### src/rtl/sdram_burst_arb_if.sv
// Burst-request bus between the SDRAM burst arbiter (master) and the FIFO/SDRAM-core side (slave).
interface sdram_burst_arb_if;
  logic        sdram_init_done;
  logic [9:0]  wrfifo_usedw;
  logic [9:0]  rdfifo_usedw;
  logic        rd_en;
  logic        addr_clr;
  logic        sdram_wr_ack;
  logic        sdram_rd_ack;
  logic        sdram_wr_req;
  logic        sdram_rd_req;
  logic [23:0] sys_wraddr;
  logic [23:0] sys_rdaddr;
  logic [9:0]  sdwr_byte;
  logic [9:0]  sdrd_byte;
  logic        wr_wrap;
  logic        rd_wrap;
  logic        busy;

  modport master (
    input  sdram_init_done, wrfifo_usedw, rdfifo_usedw, rd_en, addr_clr,
    input  sdram_wr_ack, sdram_rd_ack,
    output sdram_wr_req, sdram_rd_req, sys_wraddr, sys_rdaddr, sdwr_byte, sdrd_byte,
    output wr_wrap, rd_wrap, busy
  );

  modport slave (
    output sdram_init_done, wrfifo_usedw, rdfifo_usedw, rd_en, addr_clr,
    output sdram_wr_ack, sdram_rd_ack,
    input  sdram_wr_req, sdram_rd_req, sys_wraddr, sys_rdaddr, sdwr_byte, sdrd_byte,
    input  wr_wrap, rd_wrap, busy
  );
endinterface

### src/rtl/sdram_burst_arb.sv
// Decides when to issue SDRAM write/read bursts from FIFO fill levels, generates burst
// addresses with region wrap, and runs a single-outstanding req/ack handshake.
module sdram_burst_arb #(
  parameter int unsigned BURST_LEN = 256,
  parameter logic [23:0] WR_BASE   = 24'h000000,
  parameter logic [23:0] WR_END    = 24'h0FFFFF,
  parameter logic [23:0] RD_BASE   = 24'h000000,
  parameter logic [23:0] RD_END    = 24'h0FFFFF,
  parameter int unsigned RD_THRESH = 256
) (
  input logic               clk,
  input logic               rst_n,
  sdram_burst_arb_if.master bus
);

  localparam logic [9:0]  BurstLen10 = BURST_LEN[9:0];
  localparam logic [24:0] BurstLen25 = BURST_LEN[24:0];

  typedef enum logic [2:0] {StIdle, StWrReq, StWrBurst, StRdReq, StRdBurst} state_e;

  state_e      state_q;
  logic        wr_req_q, rd_req_q, busy_q;
  logic        wr_wrap_q, rd_wrap_q;
  logic [23:0] wr_addr_q, rd_addr_q;
  logic        wr_ack_q, rd_ack_q;
  logic        last_wr_q;
  logic        clr_pend_q;

  logic        wr_ok, rd_ok, wr_fall, rd_fall, clr_now, wr_over, rd_over;
  logic [24:0] wr_sum, rd_sum;

  always_comb begin
    wr_ok   = bus.sdram_init_done && (32'(bus.wrfifo_usedw) >= BURST_LEN);
    rd_ok   = bus.sdram_init_done && bus.rd_en && (32'(bus.rdfifo_usedw) < RD_THRESH);
    wr_fall = wr_ack_q && !bus.sdram_wr_ack;
    rd_fall = rd_ack_q && !bus.sdram_rd_ack;
    clr_now = clr_pend_q || bus.addr_clr;
    // 25-bit sums so a region ending near the top of the address space cannot overflow
    wr_sum  = {1'b0, wr_addr_q} + BurstLen25;
    rd_sum  = {1'b0, rd_addr_q} + BurstLen25;
    wr_over = wr_sum > {1'b0, WR_END};
    rd_over = rd_sum > {1'b0, RD_END};
  end

  always_ff @(posedge clk) begin
    if (!rst_n) begin
      state_q    <= StIdle;
      wr_req_q   <= 1'b0;
      rd_req_q   <= 1'b0;
      busy_q     <= 1'b0;
      wr_wrap_q  <= 1'b0;
      rd_wrap_q  <= 1'b0;
      wr_addr_q  <= WR_BASE;
      rd_addr_q  <= RD_BASE;
      wr_ack_q   <= 1'b0;
      rd_ack_q   <= 1'b0;
      last_wr_q  <= 1'b0;
      clr_pend_q <= 1'b0;
    end else begin
      wr_ack_q  <= bus.sdram_wr_ack;
      rd_ack_q  <= bus.sdram_rd_ack;
      wr_wrap_q <= 1'b0;
      rd_wrap_q <= 1'b0;
      if (state_q != StIdle && bus.addr_clr) clr_pend_q <= 1'b1;

      case (state_q)
        StIdle: begin
          if (bus.addr_clr) begin
            wr_addr_q <= WR_BASE;
            rd_addr_q <= RD_BASE;
          end
          // On a tie, grant the side that did not win last time
          if (wr_ok && (!rd_ok || !last_wr_q)) begin
            state_q   <= StWrReq;
            wr_req_q  <= 1'b1;
            busy_q    <= 1'b1;
            last_wr_q <= 1'b1;
          end else if (rd_ok) begin
            state_q   <= StRdReq;
            rd_req_q  <= 1'b1;
            busy_q    <= 1'b1;
            last_wr_q <= 1'b0;
          end
        end
        StWrReq: begin
          if (bus.sdram_wr_ack) begin
            wr_req_q <= 1'b0;
            state_q  <= StWrBurst;
          end
        end
        StWrBurst: begin
          if (wr_fall) begin
            if (clr_now) begin
              wr_addr_q <= WR_BASE;
              rd_addr_q <= RD_BASE;
            end else if (wr_over) begin
              wr_addr_q <= WR_BASE;
              wr_wrap_q <= 1'b1;
            end else begin
              wr_addr_q <= wr_sum[23:0];
            end
            clr_pend_q <= 1'b0;
            busy_q     <= 1'b0;
            state_q    <= StIdle;
          end
        end
        StRdReq: begin
          if (bus.sdram_rd_ack) begin
            rd_req_q <= 1'b0;
            state_q  <= StRdBurst;
          end
        end
        StRdBurst: begin
          if (rd_fall) begin
            if (clr_now) begin
              wr_addr_q <= WR_BASE;
              rd_addr_q <= RD_BASE;
            end else if (rd_over) begin
              rd_addr_q <= RD_BASE;
              rd_wrap_q <= 1'b1;
            end else begin
              rd_addr_q <= rd_sum[23:0];
            end
            clr_pend_q <= 1'b0;
            busy_q     <= 1'b0;
            state_q    <= StIdle;
          end
        end
        default: begin
          state_q  <= StIdle;
          wr_req_q <= 1'b0;
          rd_req_q <= 1'b0;
          busy_q   <= 1'b0;
        end
      endcase
    end
  end

  assign bus.sdram_wr_req = wr_req_q;
  assign bus.sdram_rd_req = rd_req_q;
  assign bus.sys_wraddr   = wr_addr_q;
  assign bus.sys_rdaddr   = rd_addr_q;
  assign bus.sdwr_byte    = BurstLen10;
  assign bus.sdrd_byte    = BurstLen10;
  assign bus.wr_wrap      = wr_wrap_q;
  assign bus.rd_wrap      = rd_wrap_q;
  assign bus.busy         = busy_q;

endmodule

### src/flat_wrapper.sv
// flat-port wrapper written by rule: the top's interface ports become plain ports
module sdram_burst_arb_flat 
#(
  parameter int unsigned BURST_LEN = 256,
  parameter logic [23:0] WR_BASE   = 24'h000000,
  parameter logic [23:0] WR_END    = 24'h0FFFFF,
  parameter logic [23:0] RD_BASE   = 24'h000000,
  parameter logic [23:0] RD_END    = 24'h0FFFFF,
  parameter int unsigned RD_THRESH = 256
)
  (clk, rst_n, bus_sdram_init_done, bus_wrfifo_usedw, bus_rdfifo_usedw, bus_rd_en, bus_addr_clr, bus_sdram_wr_ack, bus_sdram_rd_ack, bus_sdram_wr_req, bus_sdram_rd_req, bus_sys_wraddr, bus_sys_rdaddr, bus_sdwr_byte, bus_sdrd_byte, bus_wr_wrap, bus_rd_wrap, bus_busy);
  sdram_burst_arb_if bus_i ();
  input logic clk;
  input logic rst_n;
  input wire logic [$bits(bus_i.sdram_init_done)-1:0] bus_sdram_init_done;
  input wire logic [$bits(bus_i.wrfifo_usedw)-1:0] bus_wrfifo_usedw;
  input wire logic [$bits(bus_i.rdfifo_usedw)-1:0] bus_rdfifo_usedw;
  input wire logic [$bits(bus_i.rd_en)-1:0] bus_rd_en;
  input wire logic [$bits(bus_i.addr_clr)-1:0] bus_addr_clr;
  input wire logic [$bits(bus_i.sdram_wr_ack)-1:0] bus_sdram_wr_ack;
  input wire logic [$bits(bus_i.sdram_rd_ack)-1:0] bus_sdram_rd_ack;
  output wire logic [$bits(bus_i.sdram_wr_req)-1:0] bus_sdram_wr_req;
  output wire logic [$bits(bus_i.sdram_rd_req)-1:0] bus_sdram_rd_req;
  output wire logic [$bits(bus_i.sys_wraddr)-1:0] bus_sys_wraddr;
  output wire logic [$bits(bus_i.sys_rdaddr)-1:0] bus_sys_rdaddr;
  output wire logic [$bits(bus_i.sdwr_byte)-1:0] bus_sdwr_byte;
  output wire logic [$bits(bus_i.sdrd_byte)-1:0] bus_sdrd_byte;
  output wire logic [$bits(bus_i.wr_wrap)-1:0] bus_wr_wrap;
  output wire logic [$bits(bus_i.rd_wrap)-1:0] bus_rd_wrap;
  output wire logic [$bits(bus_i.busy)-1:0] bus_busy;
  assign bus_i.sdram_init_done = bus_sdram_init_done;
  assign bus_i.wrfifo_usedw = bus_wrfifo_usedw;
  assign bus_i.rdfifo_usedw = bus_rdfifo_usedw;
  assign bus_i.rd_en = bus_rd_en;
  assign bus_i.addr_clr = bus_addr_clr;
  assign bus_i.sdram_wr_ack = bus_sdram_wr_ack;
  assign bus_i.sdram_rd_ack = bus_sdram_rd_ack;
  assign bus_sdram_wr_req = bus_i.sdram_wr_req;
  assign bus_sdram_rd_req = bus_i.sdram_rd_req;
  assign bus_sys_wraddr = bus_i.sys_wraddr;
  assign bus_sys_rdaddr = bus_i.sys_rdaddr;
  assign bus_sdwr_byte = bus_i.sdwr_byte;
  assign bus_sdrd_byte = bus_i.sdrd_byte;
  assign bus_wr_wrap = bus_i.wr_wrap;
  assign bus_rd_wrap = bus_i.rd_wrap;
  assign bus_busy = bus_i.busy;
  sdram_burst_arb #(.BURST_LEN(BURST_LEN), .WR_BASE(WR_BASE), .WR_END(WR_END), .RD_BASE(RD_BASE), .RD_END(RD_END), .RD_THRESH(RD_THRESH)) u_core (.clk(clk), .rst_n(rst_n), .bus(bus_i));
endmodule
### config.mk
export PLATFORM = sky130hd
export DESIGN_NAME = sdram_burst_arb_flat
export DESIGN_NICKNAME = d
export VERILOG_FILES = /design/src/rtl/sdram_burst_arb_if.sv /design/src/rtl/sdram_burst_arb.sv /design/src/flat_wrapper.sv
export SDC_FILE = /design/constraint.sdc
export NUM_CORES = 1
export LEC_CHECK = 0
export ABC_AREA = 1
export CAP_MARGIN = 10
export CORE_MARGIN = 1.5
export CORE_UTILIZATION = 35
export DETAILED_ROUTE_END_ITERATION = 6
export SLEW_MARGIN = 20
export SYNTH_ARGS = -nofsm -noshare
export SYNTH_HDL_FRONTEND = slang
export SYNTH_SLANG_ARGS = --single-unit
### constraint.sdc
create_clock -name clk -period 2.93 [get_ports clk]
set_input_delay 0.4395 -clock clk [delete_from_list [all_inputs] [get_ports clk]]
set_output_delay 0.4395 -clock clk [all_outputs]
set_load 0.005 [all_outputs]
Word level (Yosys, flattened, before mapping). Index checks and enable logic that the tools add are counted.

Output and inout bits: 73. Flip-flop bits (word level): 60.

Multiplexer cells: 38. Reduce and logical (&&, ||, !) cells: 29. Magnitude comparators: 4. Bitwise gates (word level): 8. Equal/unequal tests: 15. Add/subtract/negate cells: 2.

Operators by type and width (count): two-way mux 24 bit (10); case mux 24 bit (3 select lines) (2); adder 24 x 9 -> 25 bit (second input constant) (2); greater-than comparator 25 x 20 -> 1 bit (second input constant) (2); two-way mux 3 bit (6); two-way mux 1 bit (15); case mux 3 bit (5 select lines) (1); AND reduction 5 bit (3); != test 2 x 1 -> 1 bit (second input constant) (6); >= comparator 10 x 9 -> 1 bit (second input constant) (1); < comparator 10 x 9 -> 1 bit (second input constant) (1); != test 2 bit (second input constant) (4); inverter 1 bit (8); AND reduction 4 bit (2); OR reduction 4 bit (2); logical AND 1 bit (7); equality test 3 x 2 -> 1 bit (second input constant) (2); case mux 1 bit (3 select lines) (2); nonzero test 3 bit (2); OR reduction 3 bit (2); logical NOT 1 bit (4); case mux 1 bit (4 select lines) (1); equality test 3 x 1 -> 1 bit (second input constant) (1); equality test 3 bit (second input constant) (1); 8 further kinds (9).

Logic depth before layout (Yosys ltp). Gate-level depths: netlist of run 1.

Word-level depth: 7. Mapped depth: 11. Gate-level depth less buffers: 10.

Worst setup path before layout of run 1. Ideal clock, no wire load.

Path type: flip-flop to flip-flop. From: register u_core.rd_addr_q[9], in the netlist u_core.bus.sys_rdaddr[9]. To: register u_core.rd_addr_q[11], in the netlist u_core.bus.sys_rdaddr[11]. Cell stages (with the launch flop): 11. Path slack: 1.292 ns. Setup time: 0.066 ns. Data required time: 2.864 ns. Arrival time: 1.572 ns. Path through: dfxtp_1 -> ha_1 -> nand3_1 -> nor2_4 -> nand3_1 -> nand2_1 -> nand2_1 -> nor2_4 -> buf_6 -> nand3_2 -> a21oi_2.

Longest elaborated chain between the ends: 6.

Ends and longest elaborated chain: from (decl) (RTL line sdram_burst_arb.sv:24) `logic [23:0] wr_addr_q, rd_addr_q;`; from (signal assigned) (RTL line sdram_burst_arb.sv:122) `rd_addr_q <= rd_sum[23:0];`; adder 24 x 9 -> 25 bit * (RTL line sdram_burst_arb.sv:40) `rd_sum = {1'b0, rd_addr_q} + BurstLen25;`; greater-than comparator 25 x 20 -> 1 bit (RTL line sdram_burst_arb.sv:42) `rd_over = rd_sum > {1'b0, RD_END};`; two-way mux 24 bit * (RTL line sdram_burst_arb.sv:118) `end else if (rd_over) begin`; two-way mux 24 bit * (RTL line sdram_burst_arb.sv:115) `if (clr_now) begin`; two-way mux 24 bit * (RTL line sdram_burst_arb.sv:114) `if (rd_fall) begin`; case mux 24 bit (3 select lines) * (RTL line sdram_burst_arb.sv:66) `case (state_q)`.

Every way passes the cells marked *; elsewhere a longest branch is shown, timed or not. The select of a mux whose other input is x is not followed. A chain may end at the register's enable or synchronous reset.

Worst setup path in the final report of run 1.
From: input port bus_addr_clr. To: register u_core.wr_addr_q[19], in the netlist u_core.bus.sys_wraddr[19].

Longest elaborated chain between the ends: 4.

Ends and longest elaborated chain: from (decl) (RTL line flat_wrapper.sv:19) `input wire logic [$bits(bus_i.addr_clr)-1:0] bus_addr_clr;`; logical OR 1 bit (RTL line sdram_burst_arb.sv:37) `clr_now = clr_pend_q || bus.addr_clr;`; two-way mux 24 bit (RTL line sdram_burst_arb.sv:93) `if (clr_now) begin`; two-way mux 24 bit (RTL line sdram_burst_arb.sv:92) `if (wr_fall) begin`; case mux 24 bit (3 select lines) (RTL line sdram_burst_arb.sv:66); to (signal assigned) (RTL line sdram_burst_arb.sv:100) `wr_addr_q <= wr_sum[23:0];`; to (decl) (RTL line sdram_burst_arb.sv:24).

Several ways; a longest one is shown, not always the timed one. The select of a mux whose other input is x is not followed.

==> results.cfg, run 1 <==
[synthesis]
synth.avg_cell_area_um2 = 7.10
netlist_instances = 448
yosys_warnings = 0
async_reset_ff_frac = 0
yosys_register_bits = 44
synth_cell_type_count = 34
synth-edff-count = 0
synth-seq-area-share = 0.277
synth_area_um2 = 3180
synth-main-ff-cell = dfxtp_1

[detailed_routing]
wl_um = 7100
ant_nets = 0
vias = 2848
drcViolationCount = 0
routed_via_density = 4.77
first_pass_iters = 4
drt_iter0_drc = 101
post_drt_wl_per_cell_um = 11.9

[floorplanning]
die_h_um = 98.3
start_util = 0.363
core_um2 = 8760
num_rows = 34
fp.dieW_um = 98.3
fp.dieArea_um2 = 9670
ios = 100

[timing]
fin_worst_skew_ns = 0.0139
maxSlewHeadroom = 0.636
maxSlewViolCount = 0
clock.fmax_mhz = 482
fin_crit_sh = 0.709
period_needed_ns = 2.08
hold_viol = 0
worst_slew_pin_slew_ns = 0.545
grt_setup_unrepaired = false
setup_tns_ns = 0
setup-violations-final = 0
whs_ns = 0.458

[clocking]
insertion_delay_ns = 0.30
clkTransAtPathRegs_ns = 0.08
clockBufferDepth = 2
cts_setup_buffers = 0
cts_tree = built
clockRootBuffer = clkbuf_8
ctsHoldBuffers = 0
cts-buffers-inserted = 5
post_cts_resized = 0
clkSinkCount = 44
ctsHtreeMaxLevel = 2

[pwr]
ir_drop_mv = 0.313
power_leakage_nw = 1.23
power.density_nw_per_um2 = 429

[setup_path]
path_class = input pin to register
critPathMostFrequentCell = nor2_1
crit_arrival_ns = 2.30
critPathCaptureType = register
required_ns = 3.16
critPathBufInv = 1
crit_slowest_cell = clkdlybuf4s50_1
critPathMaxStageDelay_ns = 0.44
path_cells = clkdlybuf4s50_1, or2_2, nor2_1, nand3_1, nor2_1, nand3_2, a21oi_2
critPathLaunchType = input pin
crit_path_max_fanout = 12
worst_path_dominant_cell_family = simple AND/OR/NAND/NOR gates

[place]
gp_congestion = 0.868
place_inst = 590
portBuffers = 47
dp_hpwl_um = 5180

[grt]
grt_start_max_net_pins = 27
grt_pass1_wl_um = 12000
overflow = 0
antenna_found_initial = 0
grt_pass1_vias = 2580
grt_use_total = 0.150

[run]
maxCapViolCount = 0

[layout]
fill_cells = 945
drive_above_1_share = 0.143
final_util = 0.413
syn_to_final_growth_pct = 13.8
num_antenna_cells = 0
fin_cells = 597
final_nets = 520

[run_status]
status = complete, no violations

[min_path]
hold_path.class = register to register
[placed cells by master (no fill, tap or decap), types with 5 or more instances in the layout]
cell and count:
nand2_1 98, nor2_1 55, clkdlybuf4s50_1 47, dfxtp_1 44, conb_1 36, inv_1 35
nand3_1 30, nand3_2 23, a21oi_2 19, a21oi_1 16, nand4_1 13, nor3_1 10
nor2_4 8, xor2_1 7, xnor2_1 6, o21ai_0 6, nor2_2 5, clkbuf_8 5
[final timing paths]
| kind | cells past startpoint | startpoint | end | slack [ns] |
|---|---|---|---|---|
| max | 7 | bus_addr_clr | u_core.bus.sys_wraddr[19] | 0.85 |
| min | 2 | u_core.bus.sdram_rd_req | u_core.bus.sdram_rd_req | 0.46 |
| max reg2reg | 9 | u_core.bus.sys_rdaddr[8] | u_core.bus.sys_rdaddr[9] | 0.93 |
| min reg2reg | 2 | u_core.bus.sdram_rd_req | u_core.bus.sdram_rd_req | 0.46 |
[through the flow]
stage / setup WS [ns] / total power, mW / instance area, µm²
CTS: 0.823 / 1.57 / 3620
finish: 0.853 / 1.55 / 3620
global placement: 0.552 / 1.19 / 3540
global route: 0.641 / 1.67 / 3620
floorplan: 1.29 / 1.09 / 3310
detailed placement: 0.514 / 1.20 / 3540
[kinds of logic (layout without fill, tap and decap cells)]
kind of cell / Yosys count / after routing / synth area share
AOI/OAI and AO/OA: 51 / 51 / 0.109
xor gates and xnor gates: 13 / 13 / 0.0358
adders and majority gates: 4 / 4 / 0.0157
buffers and inverters: 84 / 91 / 0.162
DFF: 44 / 44 / 0.277
other: 2 / 36 / 0.00236
and+or+nand+nor: 250 / 250 / 0.398
[Yosys cell counts (3+ instances only)]
| cell | number | area, µm² |
|---|---|---|
| o21ai_0 | 6 | 30.0 |
| a21oi_2 | 19 | 166 |
| xnor2_1 | 6 | 52.6 |
| nor2_2 | 5 | 31.3 |
| a21oi_1 | 16 | 80.1 |
| nor2_1 | 55 | 206 |
| nor2_4 | 8 | 90.1 |
| buf_2 | 3 | 15.0 |
| nand2_2 | 4 | 25.0 |
| nand2_1 | 98 | 368 |
| dfxtp_1 | 44 | 881 |
| o21bai_1 | 4 | 30.0 |
| nand3_1 | 30 | 150 |
| ha_1 | 4 | 50.1 |
| inv_1 | 35 | 131 |
| buf_4 | 37 | 278 |
| xor2_1 | 7 | 61.3 |
| nand4_1 | 13 | 81.3 |
| nor3_1 | 10 | 50.1 |
| nand3_2 | 23 | 230 |
[layout make-up]
class	count	area, µm²	area share
clock buffer	6	72.6	0.0201
clock inverter	1	5.00	0.00138
timing repair buffer	48	478	0.132
sequential	44	881	0.243
multi-input combinational	354	1910	0.528
tap	108	135	0.0373
inverter	36	135	0.0373
[power breakdown]
group          total, mW  internal [mW]  switching, mW  leakage, nW
Clock              0.373          0.163          0.211       0.0410
Combinational      0.501          0.154          0.348        0.830
Sequential         0.679          0.642         0.0369        0.356
[per-layer routing]
layer,wire length (µm),vias to the layer above,global-route usage
met5,0,-,0
met2,3270,99,0.248
met3,450,8,0.0279
met1,3290,1285,0.194
li1,-,1456,-
met4,87,0,0.0574
[worst register-to-register path, delay by kind of cell, from the launching register on]
family	cells	cell delay, ns
fa+ha+maj	1	0.26
flops	1	0.46
simple gates	7	1.09
compound gates	1	0.14
[flip-flops by register name, summed over array words and instances, names as in the netlist]
name,count
u_core.bus.busy,1
u_core.bus.rd_wrap,1
u_core.bus.sdram_rd_req,1
u_core.bus.sdram_wr_req,1
u_core.bus.sys_rdaddr,16
u_core.bus.sys_wraddr,16
u_core.bus.wr_wrap,1
u_core.clr_pend_q,1
u_core.last_wr_q,1
u_core.rd_ack_q,1
u_core.state_q,3
u_core.wr_ack_q,1
Note: power is estimated with default switching activity, not from simulation.
==> run 2, diff against run 1 <==
--- a/config.mk
+++ b/config.mk
@@ -10,6 +10,7 @@
 export CORE_MARGIN = 1.5
 export CORE_UTILIZATION = 35
 export DETAILED_ROUTE_END_ITERATION = 6
+export PLACE_DENSITY = 0.65
 export SLEW_MARGIN = 20
 export SYNTH_ARGS = -nofsm -noshare
 export SYNTH_HDL_FRONTEND = slang
==> constraint.sdc (replaced) <==
create_clock -name clk -period 1.9 [get_ports clk]
set_input_delay 0.285 -clock clk [delete_from_list [all_inputs] [get_ports clk]]
set_output_delay 0.285 -clock clk [all_outputs]
set_load 0.005 [all_outputs]
==> run 2 against run 1 <==
Hold slack got worse by 0.0044 ns. Clock power up 65%. Power increased by 66%. Cell count grew 4.5%. Largest cell class unchanged. Clock skew down 0.0083 ns. Utilization up 2.8 points. Worst setup slack got worse by 0.67 ns. Design area rose by 6.8%. Critical endpoint is now u_core.bus.sys_wraddr[9]. Global-route usage grew 0.31 points. First-iteration DRC count is 2.0% higher. Register-to-register slack worse by 0.75 ns. Non-clock buffer count up 26.
==> results.cfg, run 2 (synthesis results as in run 1) <==
[pwr]
p_sw_frac = 0.361
power_leakage_nw = 1.38
clkPwrFrac = 0.239
p_switching_mw = 0.929
seqPwrFrac = 0.405
p_int_mw = 1.64
ir_drop_mv = 0.474
pwr-share-comb = 0.356
power.density_nw_per_um2 = 666
p_total_mw = 2.57

[detailed_routing]
vias = 2978
drcViolationCount = 0
first_pass_iters = 4
routed_via_density = 4.77
wl_um = 7040
ant_nets = 0
post_drt_wl_per_cell_um = 11.3
drt_iter0_drc = 103

[run]
maxCapViolCount = 0

[place]
pre_cts_ws_ns = -0.0253
portBuffers = 47
gp_congestion = 0.871
dp_hpwl_um = 5420

[layout]
syn_to_final_growth_pct = 21.6
final_nets = 546
fill_cells = 899
num_antenna_cells = 0
drive_above_1_share = 0.188
layout_common_cells = nand2_1 (98), nor2_1 (54), clkdlybuf4s50_1 (47), dfxtp_1 (44), conb_1 (36)
layout_commonest_cell = nand2_1

[setup_path]
critPathLaunchType = register
required_ns = 2.07
critPathCaptureType = register
crit_path_max_fanout = 13
path_class = register to register
path_cells = ha_1, nand2_1, nor2_2, nand2_1, inv_1, nand3_1, nand2_1, nor2_4, buf_12, nand3_1, a21oi_1
worst_path_dominant_cell_family = simple AND/OR/NAND/NOR gates
critPathMostFrequentCell = nand2_1
crit_slowest_cell = dfxtp_1
critPathMaxStageDelay_ns = 0.35
critPathBufInv = 2
crit_arrival_ns = 1.89

[timing]
fin_ws_ns = 0.180
grt_setup_unrepaired = false
period_needed_ns = 1.72
fin_crit_sh = 0.905
maxSlewViolCount = 0
clock.fmax_mhz = 581
setup-violations-final = 0
hold_viol = 0
whs_ns = 0.453
fin_worst_skew_ns = 0.00556

[floorplanning]
die_h_um = 98.3
ios = 100
fp.dieArea_um2 = 9670
core_um2 = 8760
fp.dieW_um = 98.3
num_rows = 34
start_util = 0.363

[clocking]
clockRootBuffer = clkbuf_8
ctsHoldBuffers = 0
cts_setup_buffers = 0
clockBufferDepth = 2
clkTransAtPathRegs_ns = 0.09
post_cts_resized = 0
cts-buffers-inserted = 5
cts_tree = built
ctsHtreeMaxLevel = 2
clkSinkCount = 44
insertion_delay_ns = 0.29

[grt]
grt_start_max_net_pins = 19
grt_pass1_vias = 2794
grt_pass1_wl_um = 12400
grt_use_total = 0.153
antenna_found_initial = 0
overflow = 0

[run_status]
status = complete, no violations

[min_path]
hold_path.class = register to register
==> run 2: power groups by stage <==
| stage | Combinational [mW] | Clock (mW) | Sequential [mW] |
|---|---|---|---|
| after floorplan | 0.629 | 0 | 1.06 |
| after global placement | 0.905 | 0 | 1.06 |
| after detailed placement | 0.913 | 0 | 1.06 |
| after CTS | 0.918 | 0.645 | 1.04 |
| after global routing | 1.04 | 0.678 | 1.05 |
| final | 0.917 | 0.616 | 1.04 |
==> run 2: final cells by class <==
| type | count | area (µm²) | area share |
|---|---|---|---|
| sequential | 44 | 881 | 0.228 |
| timing repair buffer | 74 | 711 | 0.184 |
| clock buffer | 8 | 90.1 | 0.0233 |
| inverter | 36 | 135 | 0.0350 |
| multi-input combinational | 354 | 1910 | 0.495 |
| tap | 108 | 135 | 0.0350 |
==> run 2: worst register-to-register path: stages, from the launching register on <==
cell and delay, ns:
dfxtp_1 0.35, ha_1 0.23, nand2_1 0.09, nor2_2 0.15, nand2_1 0.15, inv_1 0.11
nand3_1 0.07, nand2_1 0.11, nor2_4 0.05, buf_12 0.14, nand3_1 0.09, a21oi_1 0.06
==> run 2: per-layer routing <==
layer	wire, µm	GRT usage	vias to the layer above
met4	84	0.0531	0
met5	0	0	-
li1	-	-	1513
met2	3320	0.258	89
met1	3250	0.198	1370
met3	388	0.0251	6
==> run 2: worst paths after layout <==
kind	start	slack (ns)	endpoint	cells after the start
worst max-delay path	u_core.bus.sys_wraddr[9]	0.18	u_core.bus.sys_wraddr[9]	11
worst min register to register	u_core.bus.sdram_rd_req	0.45	u_core.bus.sdram_rd_req	2
worst min-delay path	u_core.bus.sdram_rd_req	0.45	u_core.bus.sdram_rd_req	2
worst max register to register	u_core.bus.sys_wraddr[9]	0.18	u_core.bus.sys_wraddr[9]	11
==> run 2: through the flow <==
stage	instance area, µm²	std cells	util	TNS [ns]
5_1_grt	3870	624	0.441	0
2_1_floorplan	3310	482	-	0
3_3_place_gp	3770	616	0.431	0
4_1_cts	3860	624	0.441	0
3_5_place_dp	3770	616	0.431	-0.104
6_report	3870	624	0.441	0
==> run 3, diff against run 2 <==
--- a/config.mk
+++ b/config.mk
@@ -10,6 +10,7 @@
 export CORE_MARGIN = 1.5
 export CORE_UTILIZATION = 35
 export DETAILED_ROUTE_END_ITERATION = 6
+export GPL_TIMING_DRIVEN = 0
 export PLACE_DENSITY = 0.65
 export SLEW_MARGIN = 20
 export SYNTH_ARGS = -nofsm -noshare
==> constraint.sdc (replaced) <==
create_clock -name clk -period 1.4 [get_ports clk]
set_input_delay 0.21 -clock clk [delete_from_list [all_inputs] [get_ports clk]]
set_output_delay 0.21 -clock clk [all_outputs]
set_load 0.005 [all_outputs]
==> run 3 against run 2 <==
The run now ends with setup timing left. Critical path depth shrank 1. Power grew 46%. Count of clock-buffer cells in the layout shrank 2. Non-clock buffer count rose by 69. Clock skew up 0.0088 ns. Critical path type unchanged. Critical endpoint is now u_core.bus.sys_wraddr[11].
==> results.cfg, run 3 (synthesis results as in run 1) <==
[place]
dp_hpwl_um = 5550
portBuffers = 46
gp_congestion = 0.896
place_inst = 636
pre_cts_ws_ns = -0.558
dpl-instance-area_um2 = 3980

[layout]
layout_commonest_cell = nand2_1
final_util = 0.553
fill_cells = 810
drive_above_1_share = 0.450
fin_cells = 693
syn_to_final_growth_pct = 52.3
num_antenna_cells = 0
final_nets = 615
layout_common_cells = nand2_1 (82), buf_4 (80), nor2_1 (38), conb_1 (36), inv_1 (32)
stdcell_area_um2 = 4840

[grt]
grt_use_total = 0.171
overflow = 0
grt_pass1_wl_um = 13700
antenna_found_initial = 0
grt_pass1_vias = 3061
grt_start_max_net_pins = 15

[setup_path]
reg2reg_from = u_core.bus.sys_wraddr[9]
required_ns = 1.64
path_class = register to register
cp-startpoint = u_core.bus.sys_wraddr[9]
rrSetupSlack_ns = -0.22
critPathCaptureType = register
critPathMostFrequentCell = nand3_2
critPathMaxStageDelay_ns = 0.40
crit_path_max_fanout = 10
critPathLaunchType = register
crit_slowest_cell = dfxtp_4
crit_arrival_ns = 1.86
r2r_cells = 10
path_cells = ha_4, nand3_4, nor2_4, nand3_2, nand2_2, nand3_2, nor2_4, buf_8, nand3_2, a21oi_2
worstReg2RegEnd = u_core.bus.sys_wraddr[11]

[clocking]
ctsHoldBuffers = 0
clockRootBuffer = clkbuf_8
clkTransAtPathRegs_ns = 0.10
insertion_delay_ns = 0.31
cts-buffers-inserted = 5
clkSinkCount = 44
cts_tree = built
clockBufferDepth = 2
ctsHtreeMaxLevel = 2

[pwr]
power.density_nw_per_um2 = 775
ir_drop_mv = 0.761
power_leakage_nw = 2.13
p_total_mw = 3.75

[timing]
fin_worst_skew_ns = 0.0143
fin_crit_sh = 1.16
setup-violations-final = 27
whs_ns = 0.244
clock.fmax_mhz = 617
maxSlewViolCount = 0
hold_viol = 0
fin_ws_ns = -0.220
period_needed_ns = 1.62
setup_tns_ns = -4.71
grt_setup_unrepaired = true

[min_path]
worstHoldStart = rst_n
worstHoldPathCells = 3
min_to = u_core.state_q[1]
hold_path.class = input pin to register

[floorplanning]
fp.dieArea_um2 = 9670
num_rows = 34
die_h_um = 98.3
core_um2 = 8760
start_util = 0.363
ios = 100
fp.dieW_um = 98.3

[detailed_routing]
post_drt_wl_per_cell_um = 12.2
wl_um = 8470
routed_via_density = 4.65
vias = 3224
first_pass_iters = 4
ant_nets = 0
drcViolationCount = 0
drt_iter0_drc = 148

[run]
maxCapViolCount = 0

[run_status]
violations = setup timing
status = complete, but fails checks
[run 3: worst max-delay path by stage]
stage	end	slack, ns	cells past startpoint
6_report	u_core.bus.sys_wraddr[11]	-0.22	10
5_1_grt	u_core.bus.sys_wraddr[19]	-0.33	10
4_1_cts	u_core.bus.sys_wraddr[19]	-0.20	12
3_5_place_dp	u_core.bus.sys_rdaddr[10]	-0.56	9
3_3_place_gp	u_core.bus.sys_rdaddr[10]	-0.55	9
2_1_floorplan	u_core.bus.sys_rdaddr[12]	-0.10	10
[run 3: what timing repair did]
item / CTS / global route
endpoints found under the setup margin: 68 / 56
setup buffers: 38 / 10
pin swaps: 12 / 14
resized for setup: 110 / 59
cloned: 1 / 0
[run 3: per-layer routing]
layer | part of all wire | up-vias | global-route usage
met5 | 0 | - | 0
met4 | 0.017 | 0 | 0.0574
met3 | 0.037 | 11 | 0.0301
met2 | 0.51 | 76 | 0.296
met1 | 0.44 | 1475 | 0.213
li1 | - | 1662 | -
[run 3: layout make-up]
| type | count | area, µm² | share of cell area |
|---|---|---|---|
| clock inverter | 2 | 16.3 | 0.00336 |
| inverter | 36 | 135 | 0.0279 |
| tap | 108 | 135 | 0.0279 |
| timing repair buffer | 95 | 878 | 0.181 |
| clock buffer | 6 | 72.6 | 0.0150 |
| multi-input combinational | 354 | 2200 | 0.454 |
| buffer | 48 | 407 | 0.0840 |
| sequential | 44 | 1000 | 0.206 |
[run 3: where the power goes]
group | total (mW) | internal (mW) | switching (mW) | leakage, nW
logic | 1.48 | 0.588 | 0.893 | 1.71
clock network | 0.836 | 0.356 | 0.480 | 0.0414
registers | 1.44 | 1.32 | 0.113 | 0.384
total | 3.75 | 2.27 | 1.49 | 2.13
[run 3: critical path, delay by kind of cell (launching register included)]
family | cells | cell delay (ns)
adder cells (fa/ha/maj) | 1 | 0.18
AO/OA/AOI/OAI | 1 | 0.12
flip-flops | 1 | 0.40
buffers and inverters | 1 | 0.17
AND/OR/NAND/NOR | 7 | 0.69
